**config.mk**
```make
export PLATFORM = sky130hd
export DESIGN_NAME = vga_tile_scheduler_flat
export DESIGN_NICKNAME = d
export VERILOG_FILES = /design/src/rtl/vga_tile_scheduler_if.sv /design/src/rtl/vga_tile_scheduler.sv /design/src/flat_wrapper.sv
export SDC_FILE = /design/constraint.sdc
export NUM_CORES = 1
export LEC_CHECK = 0
export CAP_MARGIN = 25
export CORE_UTILIZATION = 52
export DETAILED_ROUTE_END_ITERATION = 7
export HOLD_SLACK_MARGIN = 0.05
export MAX_ROUTING_LAYER = met4
export PLACE_DENSITY = 0.95
export SETUP_SLACK_MARGIN = 0.3
export SLEW_MARGIN = 15
export SYNTH_ARGS = -nofsm -noshare
export SYNTH_HDL_FRONTEND = slang
export SYNTH_SLANG_ARGS = --single-unit
```
**constraint.sdc**
```tcl
create_clock -name clk -period 7.5 [get_ports clk]
set_input_delay 1.125 -clock clk [delete_from_list [all_inputs] [get_ports clk]]
set_output_delay 1.125 -clock clk [all_outputs]
set_load 0.02 [all_outputs]
```
**src/rtl/vga_tile_scheduler_if.sv**
```systemverilog
// RAM port and game-write handshake between the tile scheduler and the board.
// master: scheduler side; slave: RAM / game-logic side.
interface vga_tile_scheduler_if;
  logic [9:0] mem_addr;
  logic       mem_re;
  logic       mem_we;
  logic [7:0] mem_wdata;
  logic [7:0] mem_rdata;
  logic       gw_valid;
  logic [9:0] gw_addr;
  logic [7:0] gw_data;
  logic       gw_ready;

  modport master (
    output mem_addr, mem_re, mem_we, mem_wdata, gw_ready,
    input  mem_rdata, gw_valid, gw_addr, gw_data
  );

  modport slave (
    input  mem_addr, mem_re, mem_we, mem_wdata, gw_ready,
    output mem_rdata, gw_valid, gw_addr, gw_data
  );
endinterface

```
**src/rtl/vga_tile_scheduler.sv**
```systemverilog
// Prefetches 20x20 tile codes from the shared board RAM ahead of each tile
// boundary; game-logic writes use the RAM only when no VGA fetch is pending.
module vga_tile_scheduler #(
  parameter int TILE_PX  = 20,
  parameter int COLS_T   = 32,
  parameter int ROWS_T   = 24,
  parameter int H_ACTIVE = 640,
  parameter int V_ACTIVE = 480,
  parameter int V_TOTAL  = 525,
  parameter int PREFETCH = 16
) (
  input  logic       clk,
  input  logic       reset,
  input  logic [9:0] col,
  input  logic [9:0] row,
  vga_tile_scheduler_if.master bus,
  output logic       wr_err,
  output logic [7:0] state_out,
  output logic       state_vld
);

  localparam int TILE_COLS = H_ACTIVE / TILE_PX;

  typedef enum logic [1:0] {IDLE, RD_ISSUE, RD_CAPT} state_t;

  state_t     state, state_nx;
  logic [4:0] px_q, tcol_q, px, tcol;
  logic [4:0] cur_tr, rit, ntr, nrit;
  logic [9:0] fetch_addr, due_addr;
  logic [7:0] next_tile;
  logic       active, at_end, px_wrap, last_row, line_ok;
  logic       due_a, due_b, fetch_due, in_range, accept;

  // Counters read as zero on col==0 so they resync every line.
  assign px   = (col == '0) ? '0 : px_q;
  assign tcol = (col == '0) ? '0 : tcol_q;

  assign active   = col < 10'(H_ACTIVE);
  assign at_end   = col == 10'(H_ACTIVE);
  assign px_wrap  = active && (px == 5'(TILE_PX - 1));
  assign last_row = row == 10'(V_TOTAL - 1);
  assign line_ok  = last_row ||
                    (({1'b0, row} + 11'd1) < 11'(V_ACTIVE));

  always_comb begin
    ntr  = cur_tr;
    nrit = rit + 5'd1;
    if (last_row) begin
      ntr  = '0;
      nrit = '0;
    end else if (rit == 5'(TILE_PX - 1)) begin
      ntr  = cur_tr + 5'd1;
      nrit = '0;
    end
  end

  assign due_a = active && (px == 5'(PREFETCH)) &&
                 (tcol < 5'(COLS_T - 1));
  assign due_b = at_end && line_ok;
  assign fetch_due = due_a || due_b;
  assign due_addr  = due_a ? {cur_tr, tcol + 5'd1}
                           : {ntr, 5'd0};

  assign in_range = (bus.gw_addr[9:5] < 5'(ROWS_T)) &&
                    (32'(bus.gw_addr[4:0]) < TILE_COLS);

  always_ff @(posedge clk or negedge reset) begin
    if (!reset) begin
      px_q   <= '0;
      tcol_q <= '0;
      cur_tr <= '0;
      rit    <= '0;
    end else begin
      if (active) begin
        px_q   <= px_wrap ? '0 : px + 5'd1;
        tcol_q <= px_wrap ? tcol + 5'd1 : tcol;
      end
      if (due_b) begin
        cur_tr <= ntr;
        rit    <= nrit;
      end
    end
  end

  always_ff @(posedge clk or negedge reset) begin
    if (!reset) begin
      state      <= IDLE;
      fetch_addr <= '0;
    end else begin
      state <= state_nx;
      if (state == IDLE && fetch_due)
        fetch_addr <= due_addr;
    end
  end

  always_comb begin
    state_nx      = state;
    bus.mem_re    = 1'b0;
    bus.mem_we    = 1'b0;
    bus.mem_addr  = fetch_addr;
    bus.mem_wdata = '0;
    bus.gw_ready  = 1'b0;
    accept        = 1'b0;
    unique case (state)
      IDLE: begin
        bus.gw_ready = ~fetch_due & reset;
        accept       = bus.gw_valid & bus.gw_ready;
        if (fetch_due) begin
          state_nx = RD_ISSUE;
        end else if (accept && in_range) begin
          bus.mem_we    = 1'b1;
          bus.mem_addr  = bus.gw_addr;
          bus.mem_wdata = bus.gw_data;
        end
      end
      RD_ISSUE: begin
        bus.mem_re = 1'b1;
        state_nx   = RD_CAPT;
      end
      RD_CAPT: state_nx = IDLE;
      default: state_nx = IDLE;
    endcase
  end

  always_ff @(posedge clk or negedge reset) begin
    if (!reset) begin
      next_tile <= '0;
      wr_err    <= 1'b0;
      state_out <= '0;
      state_vld <= 1'b0;
    end else begin
      if (state == RD_CAPT)
        next_tile <= bus.mem_rdata;
      if (accept && !in_range)
        wr_err <= 1'b1;
      if (at_end || row >= 10'(V_ACTIVE)) begin
        state_out <= '0;
        state_vld <= 1'b0;
      end else if (col == '0 || px_wrap) begin
        state_out <= next_tile;
        state_vld <= 1'b1;
      end
    end
  end

endmodule
```
**src/flat_wrapper.sv**
```systemverilog
// flat-port wrapper written by rule: the top's interface ports become plain ports
module vga_tile_scheduler_flat 
#(
  parameter int TILE_PX  = 20,
  parameter int COLS_T   = 32,
  parameter int ROWS_T   = 24,
  parameter int H_ACTIVE = 640,
  parameter int V_ACTIVE = 480,
  parameter int V_TOTAL  = 525,
  parameter int PREFETCH = 16
)
  (clk, reset, col, row, wr_err, state_out, state_vld, bus_mem_addr, bus_mem_re, bus_mem_we, bus_mem_wdata, bus_gw_ready, bus_mem_rdata, bus_gw_valid, bus_gw_addr, bus_gw_data);
  vga_tile_scheduler_if bus_i ();
  input  logic clk;
  input  logic reset;
  input  logic [9:0] col;
  input  logic [9:0] row;
  output logic wr_err;
  output logic [7:0] state_out;
  output logic state_vld;
  output wire logic [$bits(bus_i.mem_addr)-1:0] bus_mem_addr;
  output wire logic [$bits(bus_i.mem_re)-1:0] bus_mem_re;
  output wire logic [$bits(bus_i.mem_we)-1:0] bus_mem_we;
  output wire logic [$bits(bus_i.mem_wdata)-1:0] bus_mem_wdata;
  output wire logic [$bits(bus_i.gw_ready)-1:0] bus_gw_ready;
  input wire logic [$bits(bus_i.mem_rdata)-1:0] bus_mem_rdata;
  input wire logic [$bits(bus_i.gw_valid)-1:0] bus_gw_valid;
  input wire logic [$bits(bus_i.gw_addr)-1:0] bus_gw_addr;
  input wire logic [$bits(bus_i.gw_data)-1:0] bus_gw_data;
  assign bus_mem_addr = bus_i.mem_addr;
  assign bus_mem_re = bus_i.mem_re;
  assign bus_mem_we = bus_i.mem_we;
  assign bus_mem_wdata = bus_i.mem_wdata;
  assign bus_gw_ready = bus_i.gw_ready;
  assign bus_i.mem_rdata = bus_mem_rdata;
  assign bus_i.gw_valid = bus_gw_valid;
  assign bus_i.gw_addr = bus_gw_addr;
  assign bus_i.gw_data = bus_gw_data;
  vga_tile_scheduler #(.TILE_PX(TILE_PX), .COLS_T(COLS_T), .ROWS_T(ROWS_T), .H_ACTIVE(H_ACTIVE), .V_ACTIVE(V_ACTIVE), .V_TOTAL(V_TOTAL), .PREFETCH(PREFETCH)) u_core (.clk(clk), .reset(reset), .col(col), .row(row), .bus(bus_i), .wr_err(wr_err), .state_out(state_out), .state_vld(state_vld));
endmodule
```
==> impl_metrics.json <==
{
  "status": "complete, no violations",
  "cts_root_buf": "clkbuf_8",
  "synth_edf_count": 0,
  "finalSetupTns_ps": 0,
  "grt_overflow": 0,
  "synthXorXnorAreaFrac_pct": 1.551,
  "finalNetCount": 409,
  "die_h_um": 75.68,
  "maxCapViolCount": 0,
  "start_util_pct": 54.57,
  "period_needed_ps": 5672,
  "reg2reg_depth": 6,
  "drt-initial-drc-count": 274,
  "worst_pin_slew_ps": 901.6,
  "crit_type": "primary input to primary output",
  "switching_share_pct": 29.52,
  "maxSlewViolCount": 0,
  "post-cts-setup-buffers": 0,
  "holdBufCountCts": 0,
  "drc": 0,
  "synth-adder-area-share_pct": 2.216,
  "cp_slowest_cell": "a2111oi_4",
  "grt_start_max_net_pins": 53,
  "slew_headroom_pct": 39.89,
  "syn_nets": 331,
  "whs_ps": 474.6,
  "clkTransAtPathRegs_ps": 90,
  "r2r-end": "u_core.fetch_addr[9]",
  "drt-total-wl_um": 6902,
  "comb_power_share_pct": 28.8,
  "cts_buffers": 5,
  "drive_above_1_share_pct": 14.08,
  "cts_buffer_depth": 2,
  "wl_per_cell_um": 16.24,
  "synth_compound_area_share_pct": 18.84,
  "worst_slack_ps": 1828,
  "yosys_warnings": 0,
  "synth_cells": 277,
  "postSynthAreaPerCell_sq_um": 10.19,
  "hold_viol": 0,
  "instances_no_fill": 425,
  "end_kind": "primary output",
  "fmax_mhz": 176.3,
  "grt_pass1_vias": 2379,
  "cts_resized": 0,
  "required_ps": 6380,
  "rsz0062_at_grt": "false",
  "r2r-start": "u_core.rit[0]",
  "cp_cell_sequence": "clkdlybuf4s50_1, nor4_4, nand3_1, nand2_1, ha_1, nor4bb_1, o211ai_1, nor2_4, a2111oi_4, mux2_2, clkdlybuf4s50_1",
  "cts.sinks": 50,
  "post-dp-hpwl_um": 5066,
  "crit_path_end": "bus_mem_addr[4]",
  "setup_viol": 0,
  "cp-startpoint": "col[8]",
  "critical_path.max_stage_delay_ps": 800,
  "core_sq_mm": 0.005172,
  "finalClockSkew_ps": 3.664,
  "first_pass_iters": 4,
  "port_buffers": 79,
  "tritoncts": "done",
  "synth_cell_type_count": 61,
  "fin_crit_sh_pct": 75.63,
  "numPlacedInstances": 418,
  "dieArea_sq_mm": 0.005727,
  "grt_pass1_wl_um": 10960,
  "ios": 80,
  "rows": 26,
  "powerDensity_mw_per_mm2": 204.1,
  "vias": 2553,
  "diodes": 0,
  "switchingPower_w": 0.0002266,
  "rrSetupSlack_ps": 5330,
  "viasPerCell": 6.007,
  "pwr-share-clk_pct": 25.5,
  "synthSimpleGateAreaFrac_pct": 22.78,
  "cpMostUsedCell": "clkdlybuf4s50_1",
  "vdd_drop_max_v": 0.0001354,
  "htreeDepth": 2,
  "p_leak_nw": 1.684,
  "ys_seq_area_share_pct": 44.33,
  "yosys_most_used_dff": "dfrtp_1",
  "grt.total_usage_pct": 26.51,
  "crit_arrival_ps": 4550,
  "place_ws_ps": 1805,
  "dieWidth_um": 75.68,
  "synthMuxAreaShare_pct": 7.270,
  "synth_top_family_by_area": "simple AND/OR/NAND/NOR gates",
  "ys_seq_elements": 50,
  "path_max_fanout": 17,
  "area.growth.synth_to_final_pct": 33.24,
  "synthArstFlopShare_pct": 100.0,
  "p_int_w": 0.0005410,
  "cp-start-kind": "primary input",
  "postRouteAntennaNets": 0,
  "hold_class": "register to register",
  "antenna_found_initial": 0,
  "syn_area_sq_mm": 0.002823,
  "gp_congestion": 0.9085,
  "seq_power_share_pct": 45.7,
  "clk_latency_ps": 300
}
worst min-delay path by stage:
stage | from | endpoint | slack, ps | cells after the start
final | u_core.wr_err | u_core.wr_err | 470 | 1
after global routing | u_core.wr_err | u_core.wr_err | 490 | 1
after CTS | u_core.wr_err | u_core.wr_err | 480 | 1
after detailed placement | u_core.wr_err | u_core.wr_err | 460 | 1
after global placement | u_core.wr_err | u_core.wr_err | 450 | 1
after floorplan | u_core.state[1] | u_core.state[1] | 450 | 1
flip-flops by register name, indices dropped and copies added, names as in the netlist:
register / cells
u_core.state: 2
u_core.wr_err: 1
u_core.cur_tr: 5
u_core.fetch_addr: 10
u_core.state_out: 8
u_core.tcol_q: 5
u_core.rit: 5
u_core.state_vld: 1
u_core.px_q: 5
u_core.next_tile: 8
synthesized netlist by cell type, drive strengths merged (2+ instances only):
master | count | area, sq um
o31ai | 2 | 28.78
and2 | 12 | 86.33
nand4 | 2 | 18.77
inv | 6 | 22.52
mux2 | 17 | 195.2
nor3 | 6 | 30.03
clkbuf | 7 | 36.28
dfrtp | 50 | 1251
ha | 5 | 62.56
nor2 | 10 | 45.04
nor2b | 5 | 31.28
o21ai | 21 | 108.9
a21oi | 12 | 71.32
xor2 | 3 | 26.28
nand2b | 2 | 12.51
xnor2 | 2 | 17.52
nand3 | 13 | 65.06
and3 | 10 | 62.56
o2bb2ai | 7 | 61.31
o22ai | 2 | 12.51
or4 | 2 | 18.77
nor4 | 6 | 58.80
nor4bb | 2 | 20.02
o21ba | 2 | 20.02
a31oi | 4 | 25.02
nand2 | 31 | 116.4
a21o | 10 | 75.07
or3 | 4 | 30.03
buf | 3 | 26.27
o21a | 3 | 22.52
worst max-delay path, delay by kind of cell:
family	cells	cell delay, ps
muxes	1	420
adders and majority gates	1	210
AOI/OAI and AO/OA	2	960
and+or+nand+nor	5	720
buffers and inverters	2	1090
power by group through the flow:
stage	registers, W	clock network (W)	logic [W]
2_1_floorplan	0.000347	0	0.000132
3_3_place_gp	0.000353	0	0.000208
3_5_place_dp	0.000355	0	0.000219
4_1_cts	0.000350	0.000195	0.000221
5_1_grt	0.000356	0.000208	0.000244
6_report	0.000351	0.000195	0.000221
per-stage QoR:
step                      power (W)  util [%]  cell area [sq um]
after floorplan           0.0004789         -               2823
after global placement    0.0005618     70.39               3641
after detailed placement  0.0005739     70.54               3649
after CTS                 0.0007664     72.71               3761
after global routing      0.0008082     72.71               3761
final                     0.0007676     72.71               3761
metal layers:
| metal | vias up | global-route usage (%) | routed length (um) |
|---|---|---|---|
| met2 | 128 | 41.87 | 3394 |
| met3 | 22 | 4.497 | 458 |
| met5 | - | - | 0 |
| li1 | 1181 | - | - |
| met1 | 1222 | 33.65 | 2857 |
| met4 | 0 | 11.93 | 192 |
area by class of cell:
type	instances	area [sq um]
multi-input cells	211	1486
fillers	377	1411
flip-flops and latches	50	1251
repair buffers	81	800.8
well taps	70	87.58
clock buffers	6	82.58
clock inverters	1	30.03
inverters	6	22.52
layout by cell type (no fill, tap or decap), drive strengths merged, types with 3 or more instances in the layout:
master | netlist | layout
or3 | 4 | 4
inv | 6 | 6
mux2 | 17 | 17
buf | 3 | 3
o2bb2ai | 7 | 7
nor4 | 6 | 6
nand3 | 13 | 13
nor3 | 6 | 6
nor2b | 5 | 5
dfrtp | 50 | 50
clkdlybuf4s50 | 0 | 78
a31oi | 4 | 4
a21o | 10 | 10
nand2 | 31 | 31
ha | 5 | 5
o21ai | 21 | 21
clkbuf | 7 | 6
xor2 | 3 | 3
nor2 | 10 | 10
o21a | 3 | 3
and2 | 12 | 12
a21oi | 12 | 12
and3 | 10 | 10
logic make-up (layout without fill, tap and decap cells):
family / Yosys count / in the layout
flip-flops: 50 / 50
multiplexers: 18 / 18
AO/OA/AOI/OAI: 73 / 73
AND/OR/NAND/NOR: 110 / 110
buffers and inverters: 16 / 94
XOR/XNOR: 5 / 5
adder cells (fa/ha/maj): 5 / 5
Note: power is estimated with default switching activity, not from simulation.
